### src/rtl/ack_bus_arbiter_rr.sv
`default_nettype none
// +--------------------------------------------------------------------------+
// | Module      : ack_bus_arbiter_rr                                         |
// | Description : Registered N-source ACK bus arbiter that holds the grant    |
// |               until the winner releases it, with round-robin or fixed    |
// |               priority. Also exports the resolved wired-AND debug bus.   |
// |               Optional macro ACK_ARB_TIMEOUT_EN adds a forced release    |
// |               after MAX_HOLD grant cycles.                                |
// | Revision    : 1.0                                                        |
// +--------------------------------------------------------------------------+
module ack_bus_arbiter_rr #(
   parameter int N_SRC    = 4,
   parameter int ID_W     = $clog2(N_SRC),
   parameter int RR_MODE  = 1,
   parameter int MAX_HOLD = 16
) (
   input  logic             clk,
   input  logic             rst,
   input  logic [N_SRC-1:0] req,
   output logic [N_SRC-1:0] ack_ready,
   output logic [ID_W-1:0]  winner_source_id,
   output logic             ack_event,
   output logic             busy,
   output logic             timeout_evt,
   output logic             ack_valid_n_bus_o,
   output logic [ID_W-1:0]  ack_id_bus_o
);

   typedef enum logic [0:0] {
      ST_IDLE  = 1'b0,
      ST_GRANT = 1'b1
   } state_t;

   localparam logic [ID_W-1:0]  c_last_id = ID_W'(N_SRC - 1);
   localparam logic [ID_W:0]    c_n_src   = (ID_W + 1)'(N_SRC);

   generate
      if (N_SRC < 2) begin : g_bad_n_src
         $error("ack_bus_arbiter_rr: N_SRC must be at least 2");
      end
      if (MAX_HOLD < 2) begin : g_bad_max_hold
         $error("ack_bus_arbiter_rr: MAX_HOLD must be at least 2");
      end
   endgenerate

   state_t           r_state;
   state_t           w_state_nxt;
   logic [N_SRC-1:0] r_ack_ready;
   logic [N_SRC-1:0] w_ready_nxt;
   logic [ID_W-1:0]  r_winner;
   logic [ID_W-1:0]  w_winner_nxt;
   logic             r_ack_event;
   logic             w_event_nxt;
   logic [ID_W-1:0]  r_rr_ptr;
   logic [ID_W-1:0]  w_rr_ptr_nxt;

   logic             w_any_req;
   logic             w_found;
   logic [ID_W:0]    w_rr_idx;
   logic [ID_W-1:0]  w_sel_id;
   logic [ID_W-1:0]  w_id_and;

`ifdef ACK_ARB_TIMEOUT_EN
   localparam int               c_cnt_w     = $clog2(MAX_HOLD) + 1;
   localparam logic [c_cnt_w-1:0] c_hold_last = c_cnt_w'(MAX_HOLD - 1);
   localparam logic [c_cnt_w-1:0] c_cnt_sat   = {c_cnt_w{1'b1}};

   logic [c_cnt_w-1:0] r_cnt;
   logic [c_cnt_w-1:0] w_cnt_nxt;
   logic               r_timeout_evt;
   logic               w_timeout_nxt;
`endif

   assign w_any_req = |req;

   // Selection: round-robin scans from rr_ptr with wrap, fixed picks lowest ID
   always_comb begin
      w_sel_id = '0;
      w_found  = 1'b0;
      w_rr_idx = '0;
      if (RR_MODE != 0) begin
         for (int i = 0; i < N_SRC; i++) begin
            w_rr_idx = {1'b0, r_rr_ptr} + (ID_W + 1)'(i);
            if (w_rr_idx >= c_n_src) begin
               w_rr_idx = w_rr_idx - c_n_src;
            end
            if (!w_found && req[w_rr_idx[ID_W-1:0]]) begin
               w_found  = 1'b1;
               w_sel_id = w_rr_idx[ID_W-1:0];
            end
         end
      end else begin
         for (int i = N_SRC - 1; i >= 0; i--) begin
            if (req[i]) begin
               w_found  = 1'b1;
               w_sel_id = ID_W'(i);
            end
         end
      end
   end

   always_comb begin
      w_state_nxt  = r_state;
      w_ready_nxt  = r_ack_ready;
      w_winner_nxt = r_winner;
      w_event_nxt  = 1'b0;
      w_rr_ptr_nxt = r_rr_ptr;
`ifdef ACK_ARB_TIMEOUT_EN
      w_cnt_nxt     = r_cnt;
      w_timeout_nxt = 1'b0;
`endif
      case (r_state)
         ST_IDLE: begin
            if (w_any_req && w_found) begin
               w_state_nxt  = ST_GRANT;
               w_ready_nxt  = N_SRC'(1) << w_sel_id;
               w_winner_nxt = w_sel_id;
               w_event_nxt  = 1'b1;
               w_rr_ptr_nxt = (w_sel_id == c_last_id) ? '0 : w_sel_id + 1'b1;
`ifdef ACK_ARB_TIMEOUT_EN
               w_cnt_nxt    = '0;
`endif
            end
         end
         ST_GRANT: begin
            // A normal release wins over a timeout landing in the same cycle
            if (!req[r_winner]) begin
               w_state_nxt = ST_IDLE;
               w_ready_nxt = '0;
            end
`ifdef ACK_ARB_TIMEOUT_EN
            else if (r_cnt == c_hold_last) begin
               w_state_nxt   = ST_IDLE;
               w_ready_nxt   = '0;
               w_timeout_nxt = 1'b1;
            end else if (r_cnt != c_cnt_sat) begin
               w_cnt_nxt = r_cnt + 1'b1;
            end
`endif
         end
         default: begin
            w_state_nxt = ST_IDLE;
            w_ready_nxt = '0;
         end
      endcase
   end

   always_ff @(posedge clk) begin
      if (rst) begin
         r_state     <= ST_IDLE;
         r_ack_ready <= '0;
         r_winner    <= '0;
         r_ack_event <= 1'b0;
         r_rr_ptr    <= '0;
      end else begin
         r_state     <= w_state_nxt;
         r_ack_ready <= w_ready_nxt;
         r_winner    <= w_winner_nxt;
         r_ack_event <= w_event_nxt;
         r_rr_ptr    <= w_rr_ptr_nxt;
      end
   end

`ifdef ACK_ARB_TIMEOUT_EN
   always_ff @(posedge clk) begin
      if (rst) begin
         r_cnt         <= '0;
         r_timeout_evt <= 1'b0;
      end else begin
         r_cnt         <= w_cnt_nxt;
         r_timeout_evt <= w_timeout_nxt;
      end
   end

   assign timeout_evt = r_timeout_evt;
`else
   assign timeout_evt = 1'b0;
`endif

   // Model of the open-drain bus: each requester pulls low the zero bits of its ID
   always_comb begin
      w_id_and = '1;
      for (int i = 0; i < N_SRC; i++) begin
         if (req[i]) begin
            w_id_and = w_id_and & ID_W'(i);
         end
      end
   end

   assign ack_ready         = r_ack_ready;
   assign winner_source_id  = r_winner;
   assign ack_event         = r_ack_event;
   assign busy              = (r_state == ST_GRANT);
   assign ack_valid_n_bus_o = ~w_any_req;
   assign ack_id_bus_o      = w_id_and;

endmodule
`default_nettype wire

### config.mk
export PLATFORM = sky130hd
export DESIGN_NAME = ack_bus_arbiter_rr
export DESIGN_NICKNAME = d
export VERILOG_FILES = /design/src/rtl/ack_bus_arbiter_rr.sv
export SDC_FILE = /design/constraint.sdc
export NUM_CORES = 1
export LEC_CHECK = 0
export BUFFER_PORTS_ARGS = -buffer_cell sky130_fd_sc_hd__buf_2
export CAP_MARGIN = 25
export CORE_MARGIN = 10
export CORE_UTILIZATION = 43
export CTS_CLUSTER_DIAMETER = 120
export CTS_CLUSTER_SIZE = 10
export DETAILED_ROUTE_END_ITERATION = 10
export GPL_TIMING_DRIVEN = 0
export MAX_ROUTING_LAYER = met4
export PLACE_DENSITY = 0.8
export SLEW_MARGIN = 20
export SYNTH_ARGS = -nofsm -noshare
export SYNTH_HDL_FRONTEND = slang
export SYNTH_SLANG_ARGS = --single-unit
### constraint.sdc
create_clock -name clk -period 1.65 [get_ports clk]
set_clock_uncertainty 0.1 [all_clocks]
set_input_delay 0 -clock clk [delete_from_list [all_inputs] [get_ports clk]]
set_output_delay 0 -clock clk [all_outputs]
set_load 0.02 [all_outputs]
; ---- Word-level counts from Yosys, hierarchy flattened
; Index checks and enable logic that the tools add are counted.
[op_classes]
addsub = 8
n_reduce_logical = 11
mux = 32
magnitude_cmp = 9
n_mul = 0
shifts = 1
n_eq_ne = 3
n_bitwise = 2
div = 0
[op_table]
columns = op, count
row1 = 2-to-1 mux 2 bit, 11
row2 = "less-than comparator 2 x 3 -> 1 bit, second input constant", 5
row3 = 2-to-1 mux 1 bit, 12
row4 = binary-select mux 1 bit (select 2 bit), 5
row5 = ">= comparator 3 bit, second input constant", 3
row6 = 2-to-1 mux 4 bit, 2
row7 = one-hot mux 4 bit (2 select lines), 1
row8 = "subtractor 2 x 1 -> 2 bit, second input constant", 4
row9 = "adder 2 x 2 -> 3 bit, second input constant", 2
row10 = logical AND 1 bit, 4
row11 = "!= test 2 bit, second input constant", 2
row12 = AND reduction 2 bit, 2
row13 = OR reduction 4 bit, 1
row14 = "<< shifter 1 x 2 -> 4 bit, first input constant", 1
row15 = "adder 2 x 1 -> 3 bit, second input constant", 1
row16 = ">= comparator 2 x 3 -> 1 bit, second input constant", 1
row17 = logical NOT 1 bit, 3
row18 = "adder 2 x 1 -> 2 bit, second input constant", 1
row19 = "== test 2 bit, second input constant", 1
row20 = inverter 1 bit, 2
row21 = one-hot mux 1 bit (2 select lines), 1
row22 = OR reduction 2 bit, 1
[word_totals]
latch_bits = 0
out_inout_bits = 12
mem_count = 0
wordCells = 71
ramBits = 0
in_bits = 6
rom_bits = 0
ff_bits = 10

; ---- Logic depth before layout (Yosys ltp)
[depth]
word_depth = 17
ltp_mapped = 7
ltp_nobuf = 7

; ---- Worst setup path before layout
; No wires, ideal clock.
[synth_timing]
kind = register to register
start = register r_rr_ptr[0]
end = register r_ack_ready[0], in the netlist ack_ready[0]
period_less_slack_ns = 1.688
required_time_ns = 1.416
n_path_buf = 0
path_stages_with_launch = 8
slack_ns = -0.038
arrival_time_ns = 1.454
setup_ns = 0.134
path_cell_list = dfxtp_1 > inv_1 > a22o_2 > a211oi_2 > inv_1 > ha_1 > or3b_2 > a21oi_1
[synth_via]
elab_chain_len = 17
elab_cells_between_ends = 43
cone_classes = add/sub (7) / order compare (4) / eq/ne (1) / shift (1) / mux (22) / reduce/logical (8)
[synth_lines]
columns = item, line_no
row1 = start: declaration, 54  ; logic [ID_W-1:0] r_rr_ptr;
row2 = start signal: assignment, 160  ; r_rr_ptr <= w_rr_ptr_nxt;
row3 = branches (longest 13 deep; another with adder 2 x 1 -> 3 bit), n/a
row4 = 2-to-1 mux 2 bit (*), 87  ; if (!w_found && req[w_rr_idx[ID_W-1:0]]) begin
row5 = net w_sel_id[0], 60  ; logic [ID_W-1:0] w_sel_id;
row6 = << shifter 1 x 2 -> 4 bit (*), 116  ; w_ready_nxt = N_SRC'(1) << w_sel_id;
row7 = 2-to-1 mux 4 bit (*), 114  ; if (w_any_req && w_found) begin
row8 = one-hot mux 4 bit (2 select lines) (*), 112  ; case (r_state)
row9 = end signal: assignment, 157  ; r_ack_ready <= w_ready_nxt;
row10 = end: declaration, 48  ; logic [N_SRC-1:0] r_ack_ready;
; Mark *: on every way through the listed nets, which the timed path passes. The select of a mux whose other input is x is not followed.
; A chain may end at the register's enable or synchronous reset.

; ---- Worst setup path in the final report
[layout_timing]
start = register r_rr_ptr[0]
end = register r_rr_ptr[1]
[layout_via]
elab_chain_len = 16
elab_cells_between_ends = 42
cone_classes = add/sub (8) / order compare (4) / eq/ne (1) / mux (21) / reduce/logical (8)
[layout_lines]
columns = item, line_no
row1 = branches (longest 13 deep; another with adder 2 x 1 -> 3 bit), n/a
row2 = 2-to-1 mux 2 bit (*), 87
row3 = net w_sel_id[0], 60
row4 = adder 2 x 1 -> 2 bit / == test 2 bit (equally long branches), 119  ; w_rr_ptr_nxt = (w_sel_id == c_last_id) ? '0 : w_sel_id + 1'b1;
row5 = 2-to-1 mux 2 bit (*), 119
; Marks and branches as above.

==> flow_metrics.tcl <==
set metrics [dict create \
    io_pins 18 \
    cts_tree "yes" \
    grt_pass1_vias 552 \
    cts.sinks 10 \
    grt_overflow_total 0 \
    root_buffer "clkbuf_4" \
    required_ns 1.68 \
    seq_area_sq_um 205.2 \
    setup_viol_count_final 1 \
    dieWidth_um 56.55 \
    cpLargestDelayFamily "compound AO/OA/AOI/OAI gates" \
    synth_compound_area_frac 0.2527 \
    grt.total_usage 0.1005 \
    clockBufferDepth 2 \
    holdCritPathClass "input port to register" \
    leakage_nw 0.3942 \
    cts_max_level 1 \
    antenna_left 0 \
    syn_inst 66 \
    slowest_delay_ns 0.35 \
    synth_cell_types 23 \
    fp.dieH_um 56.55 \
    port_buffers 15 \
    synth-xor-area-share 0 \
    ys_seq_area_frac 0.3486 \
    multi_input_area_sq_um 402.9 \
    num-fill-cells 108 \
    fin_hold_ws_ns 0.01761 \
    dp_hpwl_um 1012 \
    irDropWorstVdd_mv 0.5293 \
    grt_max_degree 11 \
    grt_setup_unrepaired "yes" \
    startpoint_type "register" \
    totalWireLength_um 1556 \
    violations "negative setup slack" \
    synth_area_per_cell_sq_um 8.702 \
    dpl_cell_area_sq_um 680.7 \
    initial_core_util 0.4469 \
    synth_area_leaders "dfxtp_1, ha_1, a21oi_1" \
    ctsHoldBuffers 0 \
    fmax_mhz 605.3 \
    synthMuxAreaShare 0.03486 \
    synth_top_family_by_area "compound AO/OA/AOI/OAI gates" \
    drc 0 \
    cp_slowest_cell "dfxtp_2" \
    dieArea_sq_um 3197 \
    yosysTopAreaCellShare 0.3486 \
    path_cells "inv_2 -> a22o_4 -> a211oi_4 -> buf_4 -> ha_1 -> nand2_1 -> a21oi_1" \
    gp_congestion 0.7638 \
    setup_ws_ns -0.002004 \
    first_pass_iters 4 \
    syn_nets 76 \
    synthesis.area_sq_um 574.3 \
    synth_largest_area_cell "dfxtp_1" \
    finalInstanceArea_sq_um 847.1 \
    power_density_nw_per_um2 998.5 \
    num_vias 568 \
    rows 13 \
    fin_tns_setup_ns -0.002004 \
    synthTopCellsByCount "dfxtp_1, a21oi_1, nor2_1, o21ai_0" \
    fin_crit_ns 1.652 \
    hold_viol 0 \
    cts_made_buffers 3 \
    finalPower_uw 845.8 \
    status "finished with violations" \
    crit_buf_inv 2 \
    antenna_found_initial 0 \
    async_reset_ff_frac 0 \
    path_max_fanout 4 \
    syn2layout_area_growth_pct 47.49 \
    path_class "register to register" \
    grt_pass1_wl_um 2518 \
    clkTransAtPathRegs_ns 0.06 \
    nets 106 \
    stdcell_count 110 \
    vias_per_cell 5.164 \
    max_cap_violations 0 \
    synthAdderAreaFrac 0.08715 \
    placed_cells 96 \
    drive_above_1_share 0.5053 \
    endpoint_kind "register" \
    synth_edf_count 0 \
    synth_most_common_cell "dfxtp_1" \
    synthSimpleGateAreaFrac 0.2179 \
    ys_warn_count 0 \
    insertedDiodeCount 0 \
    drtIter0Drc 12 \
    finalCritPeriodShare 1.001 \
    cp.arrival_ns 1.69 \
    wl_per_cell_um 14.15 \
    core-area_sq_um 1285 \
    clk_latency_ns 0.26 \
    synth_ff_type "dfxtp_1" \
    synth-seq-cells 10 \
    slew_violations 0 \
]
power breakdown:
group / total, mW / internal (mW) / leakage, nW / switching (mW)
logic: 0.332 / 0.160 / 0.290 / 0.172
clock network: 0.217 / 0.134 / 0.0210 / 0.0833
registers: 0.296 / 0.273 / 0.0834 / 0.0238
per-layer routing:
metal | vias to the layer above | wire [um] | share of wire | track usage
li1 | 282 | - | - | -
met1 | 263 | 639 | 0.41 | 0.09673
met2 | 21 | 783 | 0.50 | 0.1661
met3 | 2 | 117 | 0.075 | 0.04494
met4 | 0 | 15 | 0.0096 | 0.05155
met5 | - | 0 | 0 | -
cell families (layout without fill, tap and decap cells):
family | count (synthesis) | count (layout)
muxes | 2 | 2
buffers and inverters | 7 | 36
adders and majority gates | 4 | 4
and+or+nand+nor | 21 | 21
other | 1 | 1
AOI/OAI and AO/OA | 21 | 21
DFF | 10 | 10
area by class of cell:
class,count,share of cell area
multi-input cells,49,0.4756
clock buffers,4,0.04284
inverters,5,0.02216
repair buffers,25,0.1817
flip-flops and latches,10,0.2422
well taps,15,0.02216
plain buffers,2,0.01329
flip-flops by register name (all words and copies together), names as in the netlist:
| name | flops |
|---|---|
| ack_event | 1 |
| ack_ready | 4 |
| busy | 1 |
| r_rr_ptr | 2 |
| winner_source_id | 2 |
cells in the final DEF (no fill, tap or decap), types with 2 or more instances in the layout:
cell,netlist,routed
buf_2,0,15
a21oi_2,0,2
a21o_1,2,2
clkbuf_4,0,3
a21oi_1,9,6
inv_2,0,3
buf_4,1,10
dfxtp_1,10,8
mux2i_1,2,2
o21ai_0,6,5
nor3b_1,2,2
inv_1,5,2
ha_1,4,2
nand2_1,5,5
nor2_1,6,6
per-stage QoR:
| step | util | setup WS [ns] |
|---|---|---|
| after floorplan | - | 0.001118 |
| after global placement | 0.5297 | -0.09720 |
| after detailed placement | 0.5297 | -0.1406 |
| after CTS | 0.6232 | 0.03206 |
| after global routing | 0.6592 | -0.05379 |
| final | 0.6592 | -0.002004 |
path summary, 6_finish.rpt:
check	startpoint	end	slack (ns)	depth (start not counted)
setup / recovery	r_rr_ptr[0]	r_rr_ptr[1]	-0.002	7
hold / removal	rst	busy	0.02	2
setup reg to reg	r_rr_ptr[0]	r_rr_ptr[1]	-0.002	7
hold reg to reg	ack_ready[0]	ack_ready[0]	0.37	2
what timing repair did:
action	CTS	global route
endpoints found under the setup margin	3	4
setup buffers	7	3
resized for setup	9	7
cloned	0	0
pin swaps	4	3
No activity file was read; power rests on OpenSTA's default activity.
